### src/rtl/imm_pkg.sv
// Shared types, opcode constants and decode helpers for the pipelined immediate generator.
package imm_pkg;

   localparam int unsigned INSTR_W = 32;
   localparam int unsigned FMT_W   = 3;
   localparam int unsigned IMM64_W = 64;

   typedef enum logic [FMT_W-1:0] {
      FMT_R   = 3'd0,
      FMT_I   = 3'd1,
      FMT_S   = 3'd2,
      FMT_B   = 3'd3,
      FMT_U   = 3'd4,
      FMT_J   = 3'd5,
      FMT_Z   = 3'd6,
      FMT_ILL = 3'd7
   } fmt_e;

   localparam logic [6:0] OP_LUI    = 7'b0110111;
   localparam logic [6:0] OP_AUIPC  = 7'b0010111;
   localparam logic [6:0] OP_JAL    = 7'b1101111;
   localparam logic [6:0] OP_JALR   = 7'b1100111;
   localparam logic [6:0] OP_LOAD   = 7'b0000011;
   localparam logic [6:0] OP_OPIMM  = 7'b0010011;
   localparam logic [6:0] OP_FENCE  = 7'b0001111;
   localparam logic [6:0] OP_STORE  = 7'b0100011;
   localparam logic [6:0] OP_BRANCH = 7'b1100011;
   localparam logic [6:0] OP_OP     = 7'b0110011;
   localparam logic [6:0] OP_SYSTEM = 7'b1110011;

   // CSR-immediate forms (funct3[2]=1) carry a 5-bit zimm in rs1; other SYSTEM forms have none.
   function automatic fmt_e imm_fmt(input logic [INSTR_W-1:0] instr);
      fmt_e f;
      case (instr[6:0])
         OP_LUI, OP_AUIPC:                      f = FMT_U;
         OP_JAL:                                f = FMT_J;
         OP_JALR, OP_LOAD, OP_OPIMM, OP_FENCE:  f = FMT_I;
         OP_STORE:                              f = FMT_S;
         OP_BRANCH:                             f = FMT_B;
         OP_OP:                                 f = FMT_R;
         OP_SYSTEM:                             f = instr[14] ? FMT_Z : FMT_R;
         default:                               f = FMT_ILL;
      endcase
      return f;
   endfunction

   function automatic logic [IMM64_W-1:0] imm_build(input logic [INSTR_W-1:0] instr,
                                                    input fmt_e f);
      logic [IMM64_W-1:0] imm;
      case (f)
         FMT_I:   imm = {{52{instr[31]}}, instr[31:20]};
         FMT_S:   imm = {{52{instr[31]}}, instr[31:25], instr[11:7]};
         FMT_B:   imm = {{51{instr[31]}}, instr[31], instr[7], instr[30:25], instr[11:8], 1'b0};
         FMT_U:   imm = {{32{instr[31]}}, instr[31:12], 12'b0};
         FMT_J:   imm = {{43{instr[31]}}, instr[31], instr[19:12], instr[20], instr[30:21], 1'b0};
         FMT_Z:   imm = {59'b0, instr[19:15]};
         default: imm = '0;
      endcase
      return imm;
   endfunction

endpackage

### src/rtl/imm_gen_pipe_if.sv
// Instruction-in / immediate-out valid-ready channel pair plus the redirect flush.
interface imm_gen_pipe_if
   import imm_pkg::*;
#(
   parameter int unsigned XLEN  = 32,
   parameter int unsigned TAG_W = 32
);
   logic               flush;
   logic               in_valid;
   logic               in_ready;
   logic [INSTR_W-1:0] in_instr;
   logic [TAG_W-1:0]   in_tag;
   logic               out_valid;
   logic               out_ready;
   logic [XLEN-1:0]    out_imm;
   fmt_e               out_fmt;
   logic               out_illegal;
   logic [TAG_W-1:0]   out_tag;

   modport master (
      output flush, in_valid, in_instr, in_tag, out_ready,
      input  in_ready, out_valid, out_imm, out_fmt, out_illegal, out_tag
   );

   modport slave (
      input  flush, in_valid, in_instr, in_tag, out_ready,
      output in_ready, out_valid, out_imm, out_fmt, out_illegal, out_tag
   );
endinterface

### src/rtl/imm_skid_buf.sv
// Two-entry valid/ready skid buffer: main register drives the outputs, skid absorbs one beat
// accepted while main is stalled. in_ready comes straight from the skid valid flop.
module imm_skid_buf #(
   parameter int unsigned W = 8
) (
   input  logic         clk,
   input  logic         rst,
   input  logic         flush,
   input  logic         in_valid,
   output logic         in_ready,
   input  logic [W-1:0] in_data,
   output logic         out_valid,
   input  logic         out_ready,
   output logic [W-1:0] out_data
);
   logic         main_valid, main_valid_n;
   logic         skid_valid, skid_valid_n;
   logic [W-1:0] main_data;
   logic [W-1:0] skid_data;
   logic         in_xfer, out_xfer;
   logic         main_load, main_from_skid, skid_load;

   assign in_ready  = ~skid_valid;
   assign out_valid = main_valid;
   assign out_data  = main_data;

   // Flush wins over everything; skid refills main first so order stays FIFO.
   always_comb begin
      main_valid_n   = main_valid;
      skid_valid_n   = skid_valid;
      main_load      = 1'b0;
      main_from_skid = 1'b0;
      skid_load      = 1'b0;
      in_xfer        = in_valid & ~skid_valid;
      out_xfer       = main_valid & out_ready;
      if (flush) begin
         main_valid_n = 1'b0;
         skid_valid_n = 1'b0;
      end else if (out_xfer) begin
         if (skid_valid) begin
            main_from_skid = 1'b1;
            skid_valid_n   = 1'b0;
         end else if (in_xfer) begin
            main_load = 1'b1;
         end else begin
            main_valid_n = 1'b0;
         end
      end else if (in_xfer) begin
         if (main_valid) begin
            skid_load    = 1'b1;
            skid_valid_n = 1'b1;
         end else begin
            main_load    = 1'b1;
            main_valid_n = 1'b1;
         end
      end
   end

   always_ff @(posedge clk or posedge rst) begin
      if (rst) begin
         main_valid <= 1'b0;
         skid_valid <= 1'b0;
         main_data  <= '0;
      end else begin
         main_valid <= main_valid_n;
         skid_valid <= skid_valid_n;
         if (main_from_skid)
            main_data <= skid_data;
         else if (main_load)
            main_data <= in_data;
      end
   end

   // Skid payload never reaches the outputs directly, so it carries no reset.
   always_ff @(posedge clk) begin
      if (skid_load)
         skid_data <= in_data;
   end

endmodule

### src/rtl/imm_gen_pipe.sv
// Decode-stage immediate generator: combinational format/immediate decode feeding a
// registered two-entry skid buffer with synchronous flush.
module imm_gen_pipe
   import imm_pkg::*;
#(
   parameter int unsigned XLEN  = 32,
   parameter int unsigned TAG_W = 32
) (
   input logic          clk,
   input logic          rst,
   imm_gen_pipe_if.slave bus
);
   localparam int unsigned PAY_W = TAG_W + 1 + FMT_W + XLEN;

   fmt_e             fmt_c;
   logic [XLEN-1:0]  imm_c;
   logic [PAY_W-1:0] pay_in, pay_out;

   assign fmt_c  = imm_fmt(bus.in_instr);
   assign imm_c  = XLEN'(imm_build(bus.in_instr, fmt_c));
   assign pay_in = {bus.in_tag, (fmt_c == FMT_ILL), fmt_c, imm_c};

   imm_skid_buf #(.W(PAY_W)) u_skid (
      .clk       (clk),
      .rst       (rst),
      .flush     (bus.flush),
      .in_valid  (bus.in_valid),
      .in_ready  (bus.in_ready),
      .in_data   (pay_in),
      .out_valid (bus.out_valid),
      .out_ready (bus.out_ready),
      .out_data  (pay_out)
   );

   assign bus.out_imm     = pay_out[XLEN-1:0];
   assign bus.out_fmt     = fmt_e'(pay_out[XLEN +: FMT_W]);
   assign bus.out_illegal = pay_out[XLEN + FMT_W];
   assign bus.out_tag     = pay_out[XLEN + FMT_W + 1 +: TAG_W];

endmodule

### src/flat_wrapper.sv
// flat-port wrapper written by rule: the top's interface ports become plain ports
module imm_gen_pipe_flat import imm_pkg::*;
#(
   parameter int unsigned XLEN  = 32,
   parameter int unsigned TAG_W = 32
)
  (clk, rst, bus_flush, bus_in_valid, bus_in_instr, bus_in_tag, bus_out_ready, bus_in_ready, bus_out_valid, bus_out_imm, bus_out_fmt, bus_out_illegal, bus_out_tag);
  imm_gen_pipe_if #(.XLEN(XLEN), .TAG_W(TAG_W)) bus_i ();
  input logic clk;
  input logic rst;
  input wire logic [$bits(bus_i.flush)-1:0] bus_flush;
  input wire logic [$bits(bus_i.in_valid)-1:0] bus_in_valid;
  input wire logic [$bits(bus_i.in_instr)-1:0] bus_in_instr;
  input wire logic [$bits(bus_i.in_tag)-1:0] bus_in_tag;
  input wire logic [$bits(bus_i.out_ready)-1:0] bus_out_ready;
  output wire logic [$bits(bus_i.in_ready)-1:0] bus_in_ready;
  output wire logic [$bits(bus_i.out_valid)-1:0] bus_out_valid;
  output wire logic [$bits(bus_i.out_imm)-1:0] bus_out_imm;
  output wire logic [$bits(bus_i.out_fmt)-1:0] bus_out_fmt;
  output wire logic [$bits(bus_i.out_illegal)-1:0] bus_out_illegal;
  output wire logic [$bits(bus_i.out_tag)-1:0] bus_out_tag;
  assign bus_i.flush = bus_flush;
  assign bus_i.in_valid = bus_in_valid;
  assign bus_i.in_instr = bus_in_instr;
  assign bus_i.in_tag = bus_in_tag;
  assign bus_i.out_ready = bus_out_ready;
  assign bus_in_ready = bus_i.in_ready;
  assign bus_out_valid = bus_i.out_valid;
  assign bus_out_imm = bus_i.out_imm;
  assign bus_out_fmt = bus_i.out_fmt;
  assign bus_out_illegal = bus_i.out_illegal;
  assign bus_out_tag = bus_i.out_tag;
  imm_gen_pipe #(.XLEN(XLEN), .TAG_W(TAG_W)) u_core (.clk(clk), .rst(rst), .bus(bus_i));
endmodule
### config.mk
export PLATFORM = sky130hd
export DESIGN_NAME = imm_gen_pipe_flat
export DESIGN_NICKNAME = d
export VERILOG_FILES = /design/src/rtl/imm_pkg.sv /design/src/rtl/imm_gen_pipe_if.sv /design/src/rtl/imm_skid_buf.sv /design/src/rtl/imm_gen_pipe.sv /design/src/flat_wrapper.sv
export SDC_FILE = /design/constraint.sdc
export NUM_CORES = 1
export LEC_CHECK = 0
export BUFFER_PORTS_ARGS = -buffer_cell sky130_fd_sc_hd__buf_2
export CORE_MARGIN = 2
export CORE_UTILIZATION = 41
export CTS_BUF_LIST = sky130_fd_sc_hd__clkbuf_8
export DETAILED_ROUTE_END_ITERATION = 12
export GPL_TIMING_DRIVEN = 0
export SLEW_MARGIN = 20
export SYNTH_ARGS = -nofsm -noshare
export SYNTH_HDL_FRONTEND = slang
export SYNTH_SLANG_ARGS = --single-unit
### constraint.sdc
create_clock -name clk -period 13.7 [get_ports clk]
set_clock_uncertainty 0.05 [all_clocks]
set_input_delay 2.055 -clock clk [delete_from_list [all_inputs] [get_ports clk]]
set_output_delay 2.055 -clock clk [all_outputs]
set_load 0.005 [all_outputs]
# Word level (Yosys, flattened, before mapping)
# Cells that the tools add are included.
# totals
regBits,138
in_bits,69
out_inout_bits,70
# classes
eq_ne,20
muxes,27
bitwise,3
n_reduce_logical,7
# op_table
op,count
32-bit case mux with 6 select lines,1
68-bit 2-to-1 mux,2
"7-bit == test, second input constant",4
1-bit 2-to-1 mux,22
"7-bit by 6-bit == test with 1-bit output, second input constant",3
3-bit case mux with 7 select lines,1
"7-bit by 5-bit == test with 1-bit output, second input constant",2
"3-bit == test, second input constant",4
"7-bit by 2-bit == test with 1-bit output, second input constant",1
"7-bit by 4-bit == test with 1-bit output, second input constant",1
"3-bit by 2-bit == test with 1-bit output, second input constant",2
"3-bit inequality test, second input constant",2
3-bit nonzero test,2
4-bit OR reduction,1
"3-bit by 1-bit == test with 1-bit output, second input constant",1
3-bit 2-to-1 mux,1
3-bit AND reduction,1
1-bit AND,2
2-bit AND reduction,1
2-bit nonzero test,1
2-bit OR reduction,1
1-bit inverter,1

# Logic depth before layout (Yosys ltp)
# Gate-level depths: netlist of the first run.
# logic_depth
word_depth,8
ltp_mapped,8

# Cells and area by module
# From an unflattened synthesis of the first run, not the netlist that was laid out.
# unflattened
hier_cells,424
hier_area_um2,6289.8
# modules_own_cells
mod,n_inst,cells_per_inst,area_per_inst_um2,seq_area_each_um2
imm_skid_buf,1,301,5509.0,3793.6
imm_gen_pipe,1,123,780.7,0.0

# Worst setup path before layout of the first run
# No wires, ideal clock.
# synth_path
path_kind,input-to-reg
from,in bus_flush
to,"reg u_core.u_skid.skid_data[0], enable pin"
arrival_time_ps,6865
t_required_ps,13072
slack_ps,6207
path_stages,2
path_cell_list,buf_2 > nor3_1
# synth_via
elab_chain_len,1
# synth_rtl
element,line,text
from (decl),flat_wrapper.sv:11,input wire logic [$bits(bus_i.flush)-1:0] bus_flush;
1-bit 2-to-1 mux,imm_skid_buf.sv:36,if (flush) begin
net u_core.u_skid.skid_load,imm_skid_buf.sv:21,"logic main_load, main_from_skid, skid_load;"
to (signal assigned),imm_skid_buf.sv:77,skid_data <= in_data;
to (decl),imm_skid_buf.sv:19,logic [W-1:0] skid_data;
# The timed path passes the listed nets, and every way through them passes these cells.
# A chain may end at the register's enable or synchronous reset.

# Final worst setup path of the first run
# layout_path
from,in bus_in_instr[6]
to,reg u_core.u_skid.skid_data[14] (data pin)
# layout_via
elab_chain_len,5
# layout_rtl
element,line,text
from (decl),flat_wrapper.sv:13,input wire logic [$bits(bus_i.in_instr)-1:0] bus_in_instr;
"7-bit == test, or another cell as far along",imm_pkg.sv:34,case (instr[6:0])
4-bit OR reduction or 2-bit OR reduction (tied branches),imm_pkg.sv:34,
3-bit case mux with 7 select lines (*),imm_pkg.sv:34,
"3-bit == test, or another cell as far along",imm_pkg.sv:50,case (f)
32-bit case mux with 6 select lines (*),imm_pkg.sv:50,
net u_core.imm_c[14],imm_gen_pipe.sv:16,logic [XLEN-1:0] imm_c;
# The timed path passes the listed nets; every way through them passes the cells marked *.

==> results_dict.tcl, run 1 <==
set metrics [dict create \
    die_width_um 125 \
    synth.yosys.seq_area_share_pct 63.7 \
    tightestPinTransition_ns 0.651 \
    clock-sinks 138 \
    drt_iter0_markers 477 \
    most_instantiated_cells_after_synthesis "122 x sky130_fd_sc_hd__nand2_1, 70 x sky130_fd_sc_hd__dfrtp_1, 68 x sky130_fd_sc_hd__edfxtp_1" \
    ys_top_cells_by_area "sky130_fd_sc_hd__edfxtp_1 34%, sky130_fd_sc_hd__dfrtp_1 29%, sky130_fd_sc_hd__nand2_1 7.7%" \
    critical_path.max_fanout 10 \
    swShare_pct 26.0 \
    path_class "input pin to flop" \
    count_of_endpoints_failing_hold_in_the_final_timing_report 0 \
    cell_internal_pwr_mw 0.702 \
    clock_tree_from_tritoncts "done" \
    final_max_slew_viol_count 0 \
    gpl.final_weighted_congestion 0.836 \
    synth.ff_latch_count 138 \
    endpoint_kind "flop" \
    syn-instance-count 545 \
    drc 0 \
    critPathLaunchType "input pin" \
    multi_input_area_um2 1950 \
    die_y_um 125 \
    post_drt_wl_per_cell_um 17.8 \
    overall_power_of_the_completed_layout_mw 0.950 \
    detailedPlacementHpwl_mm 11.5 \
    gr-total-overflow 0 \
    syn_to_final_growth_pct 24.0 \
    cts_made_buffers 17 \
    rows 44 \
    combinationalPowerShare_pct 13.5 \
    postCtsSetupBuffers 0 \
    route.met2.wl_mm 7.61 \
    grt_pass1_wl_mm 25.8 \
    fin_nets 781 \
    setup-violations-final 0 \
    fill_cells 1331 \
    holdCritPathClass "flop to flop" \
    wirelength_mm 16.2 \
    cts_htree_levels 4 \
    diodes 0 \
    max_clock_freq_ghz 0.282 \
    post_synth_num_cell_types 52 \
    holdBufCountCts 0 \
    io_buffer_count 138 \
    cts.root.buffer_cell "sky130_fd_sc_hd__clkbuf_8" \
    initial_antenna_violation_count 0 \
    arrival_ns 3.69 \
    syn-num-nets 614 \
    max-cap-violations 0 \
    slew-limit-headroom_pct 56.5 \
    hold_ws_ns 0.457 \
    run_status "completed" \
    detailedRoute.firstPassIterationCount 5 \
    final-seq-area_um2 3790 \
    post-route-util_pct 51.4 \
    seqPwrFrac_pct 51.3 \
    wl_met1_mm 7.18 \
    instances_no_fill 909 \
    async_flop_share_pct 50.7 \
    worstPathRequired_ns 13.84 \
    post_synth.cell_area_avg_um2 10.9 \
    critPathLaunch "bus_in_instr[6]" \
    first_global_vias 4887 \
    p_leak_nw 3.21 \
    topRoutingLayerUsed "met4" \
    min_period_ns 3.55 \
    hold_start "u_core.u_skid.skid_data[1]" \
    cts.repair.resized 0 \
    clock_insertion_delay_worst_skew_ns 0.46 \
    dp.cells 877 \
    met3RoutedLength_mm 1.24 \
    initial_utilization_pct 41.4 \
    grt_setup_unrepaired "no" \
    design.core.area_um2 14400 \
    synth.largest_area_cell "sky130_fd_sc_hd__edfxtp_1" \
    die_area_um2 15500 \
    totalNegativeSetupSlack_ns 0 \
    detailroute.via_count 4994 \
    yosys.area.top_type_share_pct 34.3 \
    min_period_over_period_pct 25.9 \
    grt_start_max_net_pins 50 \
    pin_count 139 \
    clkPwrFrac_pct 35.2 \
    detail-route-antenna-nets 0 \
    synth_top_flop_cell "sky130_fd_sc_hd__dfrtp_1" \
    total_switching_power_mw 0.247 \
    syn-cell-area_um2 5950 \
    worst_ir_drop_vdd_v 0.0000534 \
    detail_route.vias_per_cell 5.49 \
    yosysWarningCount 0 \
    synth_enable_flop_cells 68 \
    layout-drive-gt1-share_pct 29.2 \
    ctsLongestPathBuffers 2 \
    power.density_cell_area_nw_per_um2 129 \
    yosys.cell_count.top_type "sky130_fd_sc_hd__nand2_1" \
    total_global_routing_track_utilization_pct 21.1 \
    clk_pin_slew_worst_paths_ns 0.07 \
    regToRegStartpoint "u_core.u_skid.skid_valid" \
]
[power groups by stage]
stage	registers [mW]	clock network, mW	logic (mW)
final	0.487	0.334	0.128
after global routing	0.491	0.360	0.143
after CTS	0.488	0.341	0.130
after detailed placement	0.497	0	0.129
after global placement	0.496	0	0.124
after floorplan	0.497	0	0.0579
[sequential cells by signal, summed over array words and instances (netlist names)]
register / cells
u_core.u_skid.skid_valid: 1
u_core.u_skid.out_data: 68
u_core.u_skid.out_valid: 1
u_core.u_skid.skid_data: 68
[final cells by class]
cell class,count,share of cell area (%)
sequential,138,51.4
multi-input combinational,360,26.4
timing repair buffer,148,10.7
clock buffer,17,3.17
tap,184,3.12
buffer,35,2.36
clock inverter,15,2.20
inverter,12,0.644
[placed cells by master (no fill, tap or decap), types with 4 or more instances in the layout]
| master | n |
|---|---|
| sky130_fd_sc_hd__o22ai_1 | 12 |
| sky130_fd_sc_hd__o21ai_0 | 8 |
| sky130_fd_sc_hd__inv_1 | 14 |
| sky130_fd_sc_hd__a31oi_1 | 45 |
| sky130_fd_sc_hd__a21o_1 | 4 |
| sky130_fd_sc_hd__buf_2 | 154 |
| sky130_fd_sc_hd__dfrtp_1 | 70 |
| sky130_fd_sc_hd__a22oi_1 | 6 |
| sky130_fd_sc_hd__nand2_1 | 122 |
| sky130_fd_sc_hd__nand3_1 | 7 |
| sky130_fd_sc_hd__a221o_1 | 8 |
| sky130_fd_sc_hd__edfxtp_1 | 68 |
| sky130_fd_sc_hd__and2_1 | 8 |
| sky130_fd_sc_hd__o21ai_1 | 11 |
| sky130_fd_sc_hd__buf_6 | 4 |
| sky130_fd_sc_hd__clkbuf_8 | 17 |
| sky130_fd_sc_hd__a222oi_1 | 4 |
| sky130_fd_sc_hd__a32oi_1 | 7 |
| sky130_fd_sc_hd__clkinvlp_4 | 5 |
| sky130_fd_sc_hd__nor2_1 | 47 |
| sky130_fd_sc_hd__buf_4 | 9 |
| sky130_fd_sc_hd__a21oi_1 | 27 |
| sky130_fd_sc_hd__clkbuf_1 | 15 |
[per-layer routing]
metal	track usage [%]	up-vias
met2	33.8	234
met4	5.09	0
li1	-	2325
met3	5.84	24
met5	0	-
met1	28.7	2411
[kinds of logic after synthesis]
| logic type | Yosys count | synth area share [%] |
|---|---|---|
| AND/OR/NAND/NOR | 210 | 15.5 |
| flip-flops | 138 | 63.7 |
| AO/OA/AOI/OAI | 150 | 17.1 |
| buffers and inverters | 47 | 3.68 |
[worst max-delay path: stages]
cell,delay (ns)
sky130_fd_sc_hd__buf_2,0.10
sky130_fd_sc_hd__buf_2,0.17
sky130_fd_sc_hd__and2_1,0.19
sky130_fd_sc_hd__and2_0,0.15
sky130_fd_sc_hd__o2111a_1,0.35
sky130_fd_sc_hd__o21ai_2,0.38
sky130_fd_sc_hd__buf_6,0.21
sky130_fd_sc_hd__o21ai_1,0.07
[final timing paths]
| check | end | slack [ns] | depth (start not counted) |
|---|---|---|---|
| setup / recovery | u_core.u_skid.skid_data[14] | 10.15 | 8 |
| hold / removal | u_core.u_skid.out_data[1] | 0.46 | 2 |
| setup reg to reg | u_core.u_skid.out_data[0] | 11.45 | 6 |
| hold reg to reg | u_core.u_skid.out_data[1] | 0.46 | 2 |
| max in group asynchronous | u_core.u_skid.out_data[31] | 11.50 | 3 |
| min in group asynchronous | u_core.u_skid.out_data[51] | 1.52 | 2 |
[through the flow]
stage	worst slack (ns)	cell area, um2
floorplan	6.21	5950
global placement	3.20	6880
detailed placement	9.72	6990
CTS	10.21	7380
global route	10.07	7380
finish	10.15	7380
Note: power is estimated with default switching activity, not from simulation.
==> run 2: changes to the inputs <==
--- a/config.mk
+++ b/config.mk
@@ -5,12 +5,14 @@
 export SDC_FILE = /design/constraint.sdc
 export NUM_CORES = 1
 export LEC_CHECK = 0
+export ABC_AREA = 1
 export BUFFER_PORTS_ARGS = -buffer_cell sky130_fd_sc_hd__buf_2
 export CORE_MARGIN = 2
 export CORE_UTILIZATION = 41
 export CTS_BUF_LIST = sky130_fd_sc_hd__clkbuf_8
 export DETAILED_ROUTE_END_ITERATION = 12
 export GPL_TIMING_DRIVEN = 0
+export PLACE_DENSITY = 0.65
 export SLEW_MARGIN = 20
 export SYNTH_ARGS = -nofsm -noshare
 export SYNTH_HDL_FRONTEND = slang
==> constraint.sdc (replaced) <==
create_clock -name clk -period 2.9 [get_ports clk]
set_clock_uncertainty 0.05 [all_clocks]
set_input_delay 0.435 -clock clk [delete_from_list [all_inputs] [get_ports clk]]
set_output_delay 0.435 -clock clk [all_outputs]
set_load 0.005 [all_outputs]
==> run 2 against run 1 <==
Net effect: flip-flop and latch count stayed put; largest cell class unchanged; die area is 6.2% higher; critical path depth is 2 lower; synthesized area is 6.5% higher; cell area is 5.6% higher; sequential power grew to 4.6 times the previous value; critical endpoint is now u_core.u_skid.skid_data[30]; wire length is 0.47% lower; critical path type is now flop to flop.
==> results_dict.tcl, run 2 <==
set metrics [dict create \
    run_status "completed" \
    initial_utilization_pct 41.9 \
    grt_pass1_wl_mm 26.1 \
    yosys.area.top_type_share_pct 32.2 \
    detailedRoute.firstPassIterationCount 5 \
    min_period_over_period_pct 75.0 \
    synth.ff_latch_count 138 \
    dp.cells 1068 \
    grt_setup_unrepaired "no" \
    cts.root.buffer_cell "sky130_fd_sc_hd__clkbuf_8" \
    worst_ir_drop_vdd_v 0.000252 \
    syn_to_final_growth_pct 22.9 \
    cts_made_buffers 17 \
    setup_slack_ns 0.726 \
    detailroute.via_count 5444 \
    gpl.final_weighted_congestion 0.898 \
    holdCritPathClass "input pin to flop" \
    grt_start_max_net_pins 51 \
    wirelength_mm 16.1 \
    cts_htree_levels 4 \
    grt_busiest_layer "met2" \
    async_flop_share_pct 50.7 \
    p_leak_nw 4.03 \
    clock-sinks 138 \
    die_y_um 128 \
    postCtsSetupBuffers 0 \
    tightestPinTransition_ns 0.654 \
    max_clock_freq_ghz 0.460 \
    arrival_ns 2.26 \
    fill_cells 1473 \
    post_synth.cell_area_avg_um2 8.58 \
    die_area_um2 16500 \
    instances_no_fill 1101 \
    io_buffer_count 138 \
    clock_insertion_delay_worst_skew_ns 0.44 \
    most_common_cell_after_layout_fill_and_taps_aside "sky130_fd_sc_hd__nand2_1" \
    setup-violations-final 0 \
    path_class "flop to flop" \
    met2_usage_pct 33.8 \
    power.density_cell_area_nw_per_um2 573 \
    pre_cts_slack_ns 0.595 \
    global_route.usage.met1_pct 27.4 \
    initial_antenna_violation_count 0 \
    syn-instance-count 739 \
    synth_top_flop_cell "sky130_fd_sc_hd__dfrtp_1" \
    rows 45 \
    pin_count 139 \
    diodes 0 \
    count_of_endpoints_failing_hold_in_the_final_timing_report 0 \
    timing.critical_path.mode_cell "sky130_fd_sc_hd__inv_1" \
    syn-cell-area_um2 6340 \
    clock_tree_from_tritoncts "done" \
    critical_path.max_fanout 25 \
    max_stage_delay_ns 0.55 \
    total_global_routing_track_utilization_pct 20.5 \
    clk_pin_slew_worst_paths_ns 0.07 \
    grt_use_met3_pct 4.41 \
    ys_top_cells_by_area "sky130_fd_sc_hd__edfxtp_1 32%, sky130_fd_sc_hd__dfrtp_1 28%, sky130_fd_sc_hd__nand2_1 15%" \
    yosysWarningCount 0 \
    gr-total-overflow 0 \
    detailedPlacementHpwl_mm 11.9 \
    die_width_um 128 \
    worstPathBufferInverterCount 4 \
    synth_enable_flop_cells 68 \
    drc 0 \
    critPathLaunchType "flop" \
    endpoint_kind "flop" \
    final_max_slew_viol_count 0 \
    crit_path_top_delay_cell "sky130_fd_sc_hd__nor2_4" \
    layout_common_cells "252 x sky130_fd_sc_hd__nand2_1, 160 x sky130_fd_sc_hd__buf_2, 153 x sky130_fd_sc_hd__nor2_1, 70 x sky130_fd_sc_hd__dfrtp_1, 68 x sky130_fd_sc_hd__edfxtp_1" \
    detail-route-antenna-nets 0 \
    slew-limit-headroom_pct 56.3 \
    worstPathRequired_ns 2.99 \
    design.core.area_um2 15100 \
    first_global_vias 5275 \
    layout-drive-gt1-share_pct 22.2 \
    drt_iter0_markers 321 \
    critical_path.top_delay_family "simple AND/OR/NAND/NOR gates" \
    detail_route.vias_per_cell 4.94 \
    max-cap-violations 0 \
    syn-num-nets 808 \
    min_period_ns 2.17 \
    yosys.cell_count.top_type "sky130_fd_sc_hd__nand2_1" \
    ctsLongestPathBuffers 2 \
    most_instantiated_cells_after_synthesis "252 x sky130_fd_sc_hd__nand2_1, 154 x sky130_fd_sc_hd__nor2_1, 70 x sky130_fd_sc_hd__dfrtp_1" \
    fin_nets 969 \
    post_synth_num_cell_types 20 \
    synth.largest_area_cell "sky130_fd_sc_hd__edfxtp_1" \
    synth.yosys.seq_area_share_pct 59.8 \
    setup.reg_to_reg.worst_slack_ns 0.73 \
    overall_power_of_the_completed_layout_mw 4.46 \
    post_drt_wl_per_cell_um 14.6 \
    path_cells "inv_1 > nor2_1 > inv_1 > nor2_4 > buf_16 > buf_12" \
]
[run 2: changes by cell type after synthesis, moves of 20 or more]
| cell | before | now |
|---|---|---|
| sky130_fd_sc_hd__inv_1 | 12 | 32 |
| sky130_fd_sc_hd__nand2_1 | 122 | 252 |
| sky130_fd_sc_hd__nand3_1 | 7 | 46 |
| sky130_fd_sc_hd__a21oi_1 | 27 | 4 |
| sky130_fd_sc_hd__nand4_1 | 0 | 29 |
| sky130_fd_sc_hd__nor2_1 | 47 | 154 |
[run 2: cell type report]
class                      instances  area, um2  area share (%)
timing repair buffer             142        776            9.96
sequential                       138       3790            48.7
inverter                          34        130            1.67
multi-input combinational        524       2220            28.5
clock buffer                      21        289            3.71
buffer                            43        204            2.62
tap                              188        235            3.02
clock inverter                    11        144            1.85
[run 2: worst register-to-register path: stages, from the launching register on]
cell,delay (ns)
sky130_fd_sc_hd__dfrtp_1,0.41
sky130_fd_sc_hd__inv_1,0.06
sky130_fd_sc_hd__nor2_1,0.21
sky130_fd_sc_hd__inv_1,0.13
sky130_fd_sc_hd__nor2_4,0.55
sky130_fd_sc_hd__buf_16,0.26
sky130_fd_sc_hd__buf_12,0.21
[run 2: timing repair]
item,CTS,global route
hold buffers,1,0
resized for setup,0,0
hold endpoints to repair,20,0
[run 2: final timing paths]
| kind | start | endpoint | cells after the start |
|---|---|---|---|
| setup / recovery | u_core.u_skid.out_valid | u_core.u_skid.skid_data[30] | 6 |
| hold / removal | bus_in_tag[31] | u_core.u_skid.skid_data[67] | 1 |
| setup reg to reg | u_core.u_skid.out_valid | u_core.u_skid.skid_data[30] | 6 |
| hold reg to reg | u_core.u_skid.out_data[28] | u_core.u_skid.out_data[28] | 2 |
| max in group asynchronous | rst | u_core.u_skid.out_data[41] | 4 |
| min in group asynchronous | rst | u_core.u_skid.out_data[13] | 3 |
[run 2: metal layers]
metal | up-vias | part of all wire (%)
li1 | 2739 | -
met1 | 2507 | 46
met2 | 176 | 47
met3 | 22 | 5.4
met4 | 0 | 1.6
met5 | - | 0
[run 2: kinds of logic (layout without fill, tap and decap cells)]
group | after synthesis | count (layout) | synth area share, %
and+or+nand+nor | 482 | 482 | 30.7
DFF | 138 | 138 | 59.9
buffers and inverters | 77 | 251 | 5.23
AOI/OAI and AO/OA | 42 | 42 | 4.20
[run 2: metrics by stage]
stage               setup TNS (ns)  hold WS (ns)  util (%)  area [um2]
CTS                              0         0.105      51.4        7790
global route                     0         0.108      51.4        7790
global placement            -26.10         0.410      48.0        7270
floorplan                        0         0.422         -        6350
finish                           0         0.133      51.4        7790
detailed placement               0         0.370      48.5        7350
[run 2: where the power goes]
| part | switching [mW] | total [mW] | internal [mW] | leakage [nW] |
|---|---|---|---|---|
| logic | 0.303 | 0.532 | 0.229 | 2.36 |
| registers | 0.0626 | 2.26 | 2.20 | 1.45 |
| clock network | 0.732 | 1.67 | 0.940 | 0.216 |
==> run 3: changes to the inputs <==
--- a/config.mk
+++ b/config.mk
@@ -12,7 +12,6 @@
 export CTS_BUF_LIST = sky130_fd_sc_hd__clkbuf_8
 export DETAILED_ROUTE_END_ITERATION = 12
 export GPL_TIMING_DRIVEN = 0
-export PLACE_DENSITY = 0.65
 export SLEW_MARGIN = 20
 export SYNTH_ARGS = -nofsm -noshare
 export SYNTH_HDL_FRONTEND = slang
==> constraint.sdc (replaced) <==
create_clock -name clk -period 2 [get_ports clk]
set_clock_uncertainty 0.05 [all_clocks]
set_input_delay 0.3 -clock clk [delete_from_list [all_inputs] [get_ports clk]]
set_output_delay 0.3 -clock clk [all_outputs]
set_load 0.005 [all_outputs]
==> run 3 against run 2 <==
Net effect: die area stayed put; utilization is 2.3 points higher; wire length is 4.7% higher; critical endpoint is now u_core.u_skid.skid_data[39]; maximum frequency is 14% higher; flip-flop and latch count stayed put; clock-buffer cell count is 2 lower; cell area is 4.4% higher; global-route usage is 0.65 points higher; final cell count is 3.0% higher; setup slack worse by 0.64 ns.
==> results_dict.tcl, run 3 (synthesis results as in run 2) <==
set metrics [dict create \
    layout-drive-gt1-share_pct 22.6 \
    syn_to_final_growth_pct 28.3 \
    fin_nets 1002 \
    initial_antenna_violation_count 0 \
    post-route-util_pct 53.7 \
    layout_common_cells "252 x sky130_fd_sc_hd__nand2_1, 160 x sky130_fd_sc_hd__buf_2, 152 x sky130_fd_sc_hd__nor2_1, 70 x sky130_fd_sc_hd__dfrtp_1, 68 x sky130_fd_sc_hd__edfxtp_1" \
    reg2reg_depth 5 \
    detail_route.vias_per_cell 4.92 \
    wirelength_mm 16.9 \
    detailedRoute.firstPassIterationCount 5 \
    clock-sinks 138 \
    holdCritPathClass "input pin to flop" \
    grt_start_max_net_pins 31 \
    die_y_um 128 \
    regToRegStartpoint "u_core.u_skid.out_valid" \
    tightestPinTransition_ns 0.741 \
    max-cap-violations 0 \
    worstReg2RegEnd "u_core.u_skid.skid_data[39]" \
    detailroute.via_count 5575 \
    total_global_routing_track_utilization_pct 21.2 \
    dp.cells 1069 \
    worstPathRequired_ns 2.09 \
    instances_no_fill 1134 \
    final_area_um2 8140 \
    hold_end "u_core.u_skid.skid_valid" \
    gr-total-overflow 0 \
    p_leak_nw 4.17 \
    setup_slack_ns 0.0859 \
    detail-route-antenna-nets 0 \
    gpl.final_weighted_congestion 0.847 \
    place_area_um2 7380 \
    final-seq-area_um2 3790 \
    pin_count 139 \
    clock_insertion_delay_worst_skew_ns 0.44 \
    power.density_cell_area_nw_per_um2 795 \
    run_status "completed" \
    pre_cts_slack_ns 0.00920 \
    cts_made_buffers 17 \
    fill_cells 1467 \
    max_clock_freq_ghz 0.522 \
    io_buffer_count 138 \
    count_of_endpoints_failing_hold_in_the_final_timing_report 0 \
    hold_ws_ns 0.104 \
    critical_path.max_fanout 27 \
    rows 45 \
    arrival_ns 2.00 \
    min_period_ns 1.91 \
    grt_setup_unrepaired "no" \
    design.core.area_um2 15100 \
    first_global_vias 5424 \
    multi_input_area_um2 2240 \
    clock_tree_from_tritoncts "done" \
    slew-limit-headroom_pct 50.5 \
    final_max_slew_viol_count 0 \
    critPathLaunchType "flop" \
    setup-violations-final 0 \
    cts.root.buffer_cell "sky130_fd_sc_hd__clkbuf_8" \
    drc 0 \
    most_common_cell_after_layout_fill_and_taps_aside "sky130_fd_sc_hd__nand2_1" \
    post_drt_wl_per_cell_um 14.9 \
    endpoint_kind "flop" \
    die_width_um 128 \
    cts_htree_levels 4 \
    detailedPlacementHpwl_mm 12.1 \
    die_area_um2 16500 \
    postCtsSetupBuffers 0 \
    setup.reg_to_reg.worst_slack_ns 0.09 \
    diodes 0 \
    initial_utilization_pct 41.9 \
    grt_pass1_wl_mm 26.8 \
    worstHoldPathCells 4 \
    worst_ir_drop_vdd_v 0.000362 \
    path_class "flop to flop" \
    totalNegativeSetupSlack_ns 0 \
    drt_iter0_markers 301 \
    hold_start "bus_flush" \
    clk_pin_slew_worst_paths_ns 0.07 \
    overall_power_of_the_completed_layout_mw 6.47 \
    ctsLongestPathBuffers 2 \
    min_period_over_period_pct 95.7 \
]
-- run 3: changes by cell type in the layout (fill, tap and decap cells not counted), moves of 2 or more --
cell,before,now
sky130_fd_sc_hd__buf_1,2,0
sky130_fd_sc_hd__buf_12,1,3
sky130_fd_sc_hd__clkbuf_1,16,12
sky130_fd_sc_hd__clkbuf_2,0,6
sky130_fd_sc_hd__clkbuf_8,21,19
sky130_fd_sc_hd__clkinvlp_4,3,5
sky130_fd_sc_hd__dlygate4sd3_1,1,33
sky130_fd_sc_hd__inv_1,32,30
sky130_fd_sc_hd__inv_2,2,5
-- run 3: layer usage --
layer  up-vias  part of all wire, %  GRT usage, %
met4         0                  2.2          8.08
li1       2816                    -             -
met2       178                   48          35.0
met1      2555                   45          27.2
met3        26                  5.3          5.11
met5         -                    0             0
-- run 3: worst max path at each step --
stage	from	endpoint	slack [ns]
2_1_floorplan	u_core.u_skid.out_valid	u_core.u_skid.skid_data[0]	-0.11
3_3_place_gp	bus_flush	u_core.u_skid.skid_data[16]	-0.70
3_5_place_dp	bus_flush	u_core.u_skid.out_data[14]	0.009
4_1_cts	u_core.u_skid.out_valid	u_core.u_skid.out_data[7]	0.07
5_1_grt	u_core.u_skid.out_valid	u_core.u_skid.skid_data[37]	0.006
6_report	u_core.u_skid.out_valid	u_core.u_skid.skid_data[39]	0.09
-- run 3: critical path, cell delays in order, from the launching register on --
cell	delay [ns]
sky130_fd_sc_hd__dfrtp_1	0.44
sky130_fd_sc_hd__inv_2	0.07
sky130_fd_sc_hd__nor2_4	0.14
sky130_fd_sc_hd__inv_2	0.06
sky130_fd_sc_hd__nor2_4	0.57
sky130_fd_sc_hd__buf_12	0.28
-- run 3: cell type report --
| cell class | instances | area share, % |
|---|---|---|
| clock buffers | 19 | 3.21 |
| plain buffers | 43 | 2.60 |
| multi-input cells | 524 | 27.5 |
| well taps | 188 | 2.89 |
| repair buffers | 175 | 13.6 |
| flip-flops and latches | 138 | 46.6 |
| clock inverters | 13 | 1.88 |
| inverters | 34 | 1.61 |
-- run 3: where the power goes --
group	internal, mW	leakage [nW]	switching (mW)
registers	3.19	1.45	0.0963
logic	0.377	2.51	0.454
clock network	1.29	0.207	1.07
-- run 3: repair_timing --
action                                 in CTS  in global routing
endpoints found under the hold margin      50                  0
setup endpoints to repair                   0                 29
hold buffers                               33                  0
resized for setup                           0                 10
